**src/rtl/wb_writeback_unit.sv**
```systemverilog
// Writeback stage: picks load data or the ALU result, extracts and extends sub-word loads,
// and splits wide results into lo/hi writes. Optional retired-write counter: WB_COUNT_EN.
module wb_writeback_unit #(
   parameter int DATA_W       = 32,
   parameter int ADDR_W       = 5,
   parameter bit R0_HARDWIRED = 1'b1
) (
   input  logic                clk,
   input  logic                rst,
   input  logic                in_valid,
   output logic                in_ready,
   input  logic [3:0]          wb_in,
   input  logic [DATA_W-1:0]   mem_data_in,
   input  logic [2*DATA_W-1:0] alu_res_in,
   input  logic [ADDR_W-1:0]   dest_in,
   input  logic [1:0]          float_in,
   input  logic                alu_mem_read_in,
   input  logic                alu_RegWrite_in,
   output logic                rf_we,
   output logic                fp_we,
   output logic [ADDR_W-1:0]   wr_addr,
   output logic [DATA_W-1:0]   wr_data,
   output logic                wide_err,
   output logic [31:0]         wb_count
);

   typedef enum logic {IDLE, WR_HI} state_t;

   state_t              r_state;
   logic                r_rf_we, r_fp_we, r_wide_err;
   logic [ADDR_W-1:0]   r_wr_addr, r_hi_addr;
   logic [DATA_W-1:0]   r_wr_data, r_hi_data;
   logic                r_hi_rf, r_hi_fp, r_hi_err;

   logic [1:0]          w_off;
   logic [7:0]          w_byte;
   logic [DATA_W/2-1:0] w_half;
   logic [DATA_W-1:0]   w_load_data;
   logic                w_accept, w_int_tgt, w_fp_tgt, w_r0, w_wide, w_last;

   assign w_off     = alu_res_in[1:0];
   assign w_byte    = mem_data_in[8*w_off +: 8];
   assign w_half    = w_off[1] ? mem_data_in[DATA_W-1:DATA_W/2] : mem_data_in[DATA_W/2-1:0];
   assign w_accept  = in_valid && (r_state == IDLE);
   assign w_int_tgt = alu_RegWrite_in && (float_in == 2'b00);
   assign w_fp_tgt  = alu_RegWrite_in && (float_in == 2'b01);
   assign w_r0      = R0_HARDWIRED && (dest_in == '0);
   assign w_wide    = wb_in[3] && !alu_mem_read_in;
   assign w_last    = (dest_in == '1);

   // wb_in[2] selects zero extension; otherwise the sub-word sign bit is replicated
   always_comb begin
      w_load_data = mem_data_in;
      case (wb_in[1:0])
         2'b01:   w_load_data = {{(DATA_W/2){w_half[DATA_W/2-1] & ~wb_in[2]}}, w_half};
         2'b10:   w_load_data = {{(DATA_W-8){w_byte[7] & ~wb_in[2]}}, w_byte};
         default: w_load_data = mem_data_in;
      endcase
   end

   always_ff @(posedge clk) begin
      if (rst) begin
         r_state    <= IDLE;
         r_rf_we    <= 1'b0;
         r_fp_we    <= 1'b0;
         r_wide_err <= 1'b0;
         r_wr_addr  <= '0;
         r_wr_data  <= '0;
         r_hi_addr  <= '0;
         r_hi_data  <= '0;
         r_hi_rf    <= 1'b0;
         r_hi_fp    <= 1'b0;
         r_hi_err   <= 1'b0;
      end else begin
         r_rf_we    <= 1'b0;
         r_fp_we    <= 1'b0;
         r_wide_err <= 1'b0;
         case (r_state)
            IDLE: begin
               if (w_accept) begin
                  r_rf_we   <= w_int_tgt && !w_r0;
                  r_fp_we   <= w_fp_tgt;
                  r_wr_addr <= dest_in;
                  r_wr_data <= alu_mem_read_in ? w_load_data : alu_res_in[DATA_W-1:0];
                  if (w_wide) begin
                     // unqualified wide ops still take the hi cycle so timing never varies
                     r_state   <= WR_HI;
                     r_hi_data <= alu_res_in[2*DATA_W-1:DATA_W];
                     r_hi_addr <= dest_in + ADDR_W'(1);
                     r_hi_rf   <= w_int_tgt && !w_last;
                     r_hi_fp   <= w_fp_tgt && !w_last;
                     r_hi_err  <= (w_int_tgt || w_fp_tgt) && w_last;
                  end
               end
            end
            WR_HI: begin
               r_rf_we    <= r_hi_rf;
               r_fp_we    <= r_hi_fp;
               r_wide_err <= r_hi_err;
               r_wr_addr  <= r_hi_addr;
               r_wr_data  <= r_hi_data;
               r_state    <= IDLE;
            end
            default: r_state <= IDLE;
         endcase
      end
   end

   assign in_ready = (r_state == IDLE);
   assign rf_we    = r_rf_we;
   assign fp_we    = r_fp_we;
   assign wr_addr  = r_wr_addr;
   assign wr_data  = r_wr_data;
   assign wide_err = r_wide_err;

`ifdef WB_COUNT_EN
   logic [31:0] r_count;

   always_ff @(posedge clk) begin
      if (rst)
         r_count <= '0;
      else if (r_rf_we || r_fp_we)
         r_count <= r_count + 32'd1;
   end

   assign wb_count = r_count;
`else
   assign wb_count = '0;
`endif

endmodule

```
**config.mk**
```make
export PLATFORM = sky130hd
export DESIGN_NAME = wb_writeback_unit
export DESIGN_NICKNAME = d
export VERILOG_FILES = /design/src/rtl/wb_writeback_unit.sv
export SDC_FILE = /design/constraint.sdc
export NUM_CORES = 1
export LEC_CHECK = 0
export CAP_MARGIN = 20
export CORE_UTILIZATION = 30
export CTS_BUF_LIST = sky130_fd_sc_hd__clkbuf_16
export CTS_CLUSTER_DIAMETER = 60
export DETAILED_ROUTE_END_ITERATION = 10
export GPL_TIMING_DRIVEN = 0
export HOLD_SLACK_MARGIN = 0.1
export PLACE_DENSITY = 0.6
export SLEW_MARGIN = 20
export SYNTH_ARGS = -nofsm -noshare
export SYNTH_HDL_FRONTEND = slang
export SYNTH_SLANG_ARGS = --single-unit
```
**constraint.sdc**
```tcl
create_clock -name clk -period 1.8 [get_ports clk]
set_input_delay 0.36 -clock clk [delete_from_list [all_inputs] [get_ports clk]]
set_output_delay 0.36 -clock clk [all_outputs]
set_load 0.02 [all_outputs]
```
---- Yosys cells after proc, flatten, opt, wreduce, memory -nomap -nowiden ----
Cells that the tools add are included.
word-level totals
  register bits after elaboration ......... 81
  logic and storage cells ................. 52
cells by class
  add/subtract/negate cells ............... 1
  equal/unequal tests ..................... 5
  shift-type cells ........................ 1
  multiplexer cells ....................... 14
  bitwise gates (word level) .............. 4
  reduce and logical (&&, ||, !) cells .... 16
operators by type and width
  kind                   count
  $pmux W32 S2           2
  $mux W32               2
  $shiftx A32 B6 Y8      1
  $mux W16               1
  $pmux W5 S2            1
  $logic_and A1 B1 Y1    8
  $pmux W1 S2            3
  $add A5 B1 Y5 const B  1
  $eq A5 B5 Y1 const B   1
  $logic_not A5 Y1       1
  $mux W5                1
  $eq A2 B1 Y1 const B   2
  $mux W1                4
  $logic_not A1 Y1       3
  $reduce_and A3 Y1      1
  $and A1 B1 Y1          2
  $eq A2 B2 Y1 const B   1
  $logic_not A2 Y1       1
  $ne A2 B1 Y1 const B   1
  $not A1 Y1             2
  $reduce_or A2 Y1       1
  $logic_or A1 B1 Y1     1

---- Logic depth before layout (Yosys ltp) ----
  depth in word-level cells ............... 6
  mapped depth ............................ 7

---- Least setup slack after synthesis ----
No wires, ideal clock.
  path type ............................... input -> register
  start ................................... input wb_in[0]
  end ..................................... register r_wr_data[2] (netlist: wr_data[2])
  setup time .............................. 0.120 ns
  arrival time ............................ 1.611 ns
  required time ........................... 1.680 ns
  setup slack ............................. 0.070 ns
  cell stages on the path ................. 6
  buffers on the path ..................... 0
  cell sequence ........................... inv_1 ha_1 nor2b_2 o311a_1 and3b_1 a211o_1
on the way
  word-level cells in the longest chain between the ends .. 5
  elaborated cells between the ends (all ways) .. 6
  classes of those cells .................. 2 x eq/ne; 4 x mux
ends and longest elaborated chain
  what                                                 RTL line  text
  from (decl)                                          12        input logic [3:0] wb_in,
  $eq A2 B2 Y1 / $eq A2 B1 Y1 (equally long branches)  54        case (wb_in[1:0])
  $pmux W32 S2 (*)                                     54
  $mux W32 (*)                                         84        r_wr_data <= alu_mem_read_in ? w_load_data : alu_res_in[DATA_W-1:0];
  $mux W32 (*)                                         80        if (w_accept) begin
  $pmux W32 S2 (*)                                     78        case (r_state)
  to (signal assigned)                                 84
  to (signal assigned)                                 101       r_wr_data <= r_hi_data;
  to (decl)                                            32        logic [DATA_W-1:0] r_wr_data, r_hi_data;
Every way passes the cells marked *; elsewhere a longest branch is shown, timed or not. The select of a mux whose other input is x is not followed.
A chain may end at the register's enable or synchronous reset.

---- Worst setup path after layout ----
  start ................................... input rst
  end ..................................... register r_wr_data[21] (netlist: wr_data[21])
RTL lines
  what         RTL line  text
  from (decl)  9         input logic rst,
No word-level cell between the ends.

==> impl_metrics.ini <==
[die]
coreArea_mm2 = 0.01459
die_y_um = 124.3
num_io_pins = 185
floorplan.die_area_mm2 = 0.01546
floorplan.rows = 44
initial_core_util_pct = 30.77
die_width_um = 124.3

[critical_path]
endpoint_arrival_time_on_the_critical_path_ps = 1930
worstPathCellList = clkdlybuf4s50_1 -> buf_2 -> clkbuf_1 -> a221oi_1
timing.critical_path.slowest_cell_delay_ps = 600
critPathCaptureType = flop
r2r_cells = 5
setup.worst_path.start_class = primary input
r2r_slack_ps = 230
cp.required_ps = 1990
rr_endpoint = wr_data[28]$_SDFFE_PP0P_
critPathBufInv = 3
worst-setup-path-type = primary input to flop
crit-reg2reg-launch = r_state$_SDFF_PP0_
worst_path_dominant_cell_family = buffers and inverters
worstPathMaxFanout = 10
cpMaxStageDelayCell = sky130_fd_sc_hd__clkdlybuf4s50_1

[min_path]
holdPathStages = 2
min_from = r_hi_err$_SDFFE_PP0P_
worstHoldPathType = flop to flop
min_to = wide_err$_SDFF_PP0_

[place]
pre_cts_ws_ps = -813.3
placedCellCount = 913
dp.final_hpwl_um = 12830
place_area_mm2 = 0.006337
routabilityCongestion = 0.9437
port_buffer_count = 150

[route]
antenna_violating_nets_post_route = 0
drtPass1Iterations = 5
drt_iter0_drc = 290
drt_drc_violations_left = 0
final_routed_wirelength_um = 16630
wire_length_per_cell_um = 17.88
num_vias = 4703
via_per_inst = 5.057

[sta]
hold_violations = 0
rsz_0062_raised_after_global_routing = false
worst_slew_pin_slew_ps = 713.4
fmax_mhz = 572.5
final.setup_skew_ps = 6.539
post-route-worst-setup-slack_ps = 53.13
slew_headroom_pct = 52.44
setup_viol_count_final = 0
period_share_pct = 97.05
timing.hold.ws_ps = 434.5
report.final.slew_viol_count = 0
min_period_ps = 1747

[layout]
most_common_cell_after_layout_fill_and_taps_aside = sky130_fd_sc_hd__clkdlybuf4s50_1
finish.cell_count_without_fillers = 930
syn2layout_area_growth_pct = 51.59
final_layout_size_suffix_gt1_share_pct = 15.55
final_cell_mix = sky130_fd_sc_hd__clkdlybuf4s50_1 (141), sky130_fd_sc_hd__a21oi_1 (82), sky130_fd_sc_hd__nand2_1 (81), sky130_fd_sc_hd__dfxtp_1 (81), sky130_fd_sc_hd__buf_4 (37)
num_antenna_cells = 0
nNetsFinal = 858
stdcell_area_mm2 = 0.006805

[power_and_ir_drop]
power.share.sequential_pct = 36.7
switching_power_mw = 1.440
power-per-cell-area_mw_per_mm2 = 775.6
leakage_nw = 2.605
clock_power_share_pct = 40.5
power_frac_comb_pct = 22.8
switching_share_pct = 27.28
peakVddDrop_mv = 0.5234
p_int_mw = 3.838

[clock_tree]
cts_hold_buffers = 0
clock_input_transition_at_the_sequential_cells_of_the_worst_setup_and_hold_paths_ps = 60
clk_root_buffer_cell = sky130_fd_sc_hd__clkbuf_16
cts_tree = built
clock_path_buffers = 2
cts.sink_count = 81
numCtsBuffers = 9
clk_latency_ps = 340
cts.htree.levels = 3

[logic_synthesis]
synth-main-ff-cell = sky130_fd_sc_hd__dfxtp_1
synth_top_area_share_pct = 36.12
synth.distinct_cells = 58
synthesis.area_per_instance_um2 = 8.192
synth_top_cell_by_area = sky130_fd_sc_hd__dfxtp_1
synth-edff-count = 0
netlist_top_cells_area = sky130_fd_sc_hd__dfxtp_1 (36%), sky130_fd_sc_hd__a21oi_1 (9.1%), sky130_fd_sc_hd__nand2_1 (6.8%)
ffs_latches_synth = 81
post_synth_instance_area_mm2 = 0.004489
synth_warnings = 0
async_set_reset_flop_share_out_of_synthesis_pct = 0
synth_cells = 548
synth.yosys.seq_area_share_pct = 36.12

[global_route]
grt_usage_pct = 21.44
overflow = 0
number_of_global_route_vias_before_repair = 4678
grt_antenna_before_repair = 0
grt_max_degree = 15
grt_first_pass_wirelength_um = 25820

[status]
outcome = complete, no violations

[run]
drv_cap = 0
==> worst max path at each step <==
stage	start	endpoint	slack [ps]	cells past startpoint
2_1_floorplan	wb_in[0]	wr_data[2]$_SDFFE_PP0P_	70	6
3_3_place_gp	wb_in[0]	wr_data[28]$_SDFFE_PP0P_	-790	7
3_5_place_dp	wb_in[0]	wr_data[22]$_SDFFE_PP0P_	-810	7
4_1_cts	in_valid	r_hi_rf$_SDFFE_PP0P_	2	6
5_1_grt	wb_in[0]	wr_data[14]$_SDFFE_PP0P_	3	7
6_report	rst	wr_data[21]$_SDFFE_PP0P_	50	4
==> power by group through the flow <==
stage                     logic [mW]  clock network, mW  registers, mW
after floorplan                0.551                  0           2.03
after global placement          1.15                  0           1.97
after detailed placement        1.16                  0           1.98
after CTS                       1.18               2.16           1.94
after global routing            1.29               2.25           1.95
final                           1.20               2.14           1.94
==> worst reg2reg max path: stages (launching register included) <==
cell and delay, ps:
sky130_fd_sc_hd__dfxtp_1 320, sky130_fd_sc_hd__buf_6 150, sky130_fd_sc_hd__buf_1 420, sky130_fd_sc_hd__a21oi_1 190
sky130_fd_sc_hd__a21boi_0 170, sky130_fd_sc_hd__a221oi_2 240
==> kinds of logic (layout without fill, tap and decap cells) <==
| family | after synthesis | in the layout | share of synthesized area [%] |
|---|---|---|---|
| fa+ha+maj | 5 | 5 | 1.394 |
| xor+xnor | 2 | 2 | 0.3903 |
| buf+inv | 89 | 256 | 10.93 |
| mux | 14 | 14 | 3.846 |
| flops | 81 | 81 | 36.12 |
| compound gates | 187 | 187 | 28.96 |
| simple gates | 169 | 169 | 18.28 |
| other cells | 1 | 32 | 0.08353 |
==> cells in the mapped netlist, drive strengths merged (2+ instances only) <==
master,number
nand3,3
o32ai,8
a221oi,16
nor2,34
or4,2
inv,10
dfxtp,81
and3b,2
nand2,81
o2111ai,5
a211o,5
o2bb2ai,6
o21ai,27
or3b,2
and3,2
o22ai,2
mux2,6
nand2b,3
mux2i,8
a21oi,83
nor3b,22
a211oi,4
a311o,8
buf,57
a21boi,15
nor2b,11
ha,5
clkbuf,21
==> what timing repair did <==
| item | 4_1_cts | 5_1_grt |
|---|---|---|
| cloned | 0 | 0 |
| buffers inserted | 0 | 2 |
| gates resized for setup | 37 | 23 |
| pin swaps | 1 | 2 |
| endpoints found under the setup margin | 74 | 57 |
==> metal layers <==
layer  GRT usage [%]  share of wire [%]  wire [um]
met1           27.29                 44       7293
met2           33.67                 45       7539
met3           5.627                7.5       1253
met4           9.993                3.2        540
met5               0                  0          0
==> metrics by stage <==
step	util [%]	TNS, ps	power [mW]
3_5_place_dp	43.44	-43730	3.135
3_3_place_gp	43.44	-40930	3.122
4_1_cts	46.19	0	5.277
6_report	46.65	0	5.278
2_1_floorplan	-	0	2.586
5_1_grt	46.65	0	5.482
==> area by class of cell <==
cell class              instances  area, um^2
inverters                      11       46.29
fillers                      1448        7784
well taps                     184       230.2
multi-input cells             409        2546
clock buffers                   9       225.2
flip-flops and latches         81        1622
plain buffers                  77       501.7
clock inverters                 7       117.6
repair buffers                152        1516
==> sequential cells by signal, summed over array words and instances (netlist names) <==
register,flops
r_hi_rf,1
wide_err,1
wr_addr,5
r_hi_addr,5
r_state,1
fp_we,1
rf_we,1
r_hi_err,1
r_hi_fp,1
r_hi_data,32
wr_data,32
Note: power is estimated with default switching activity, not from simulation.
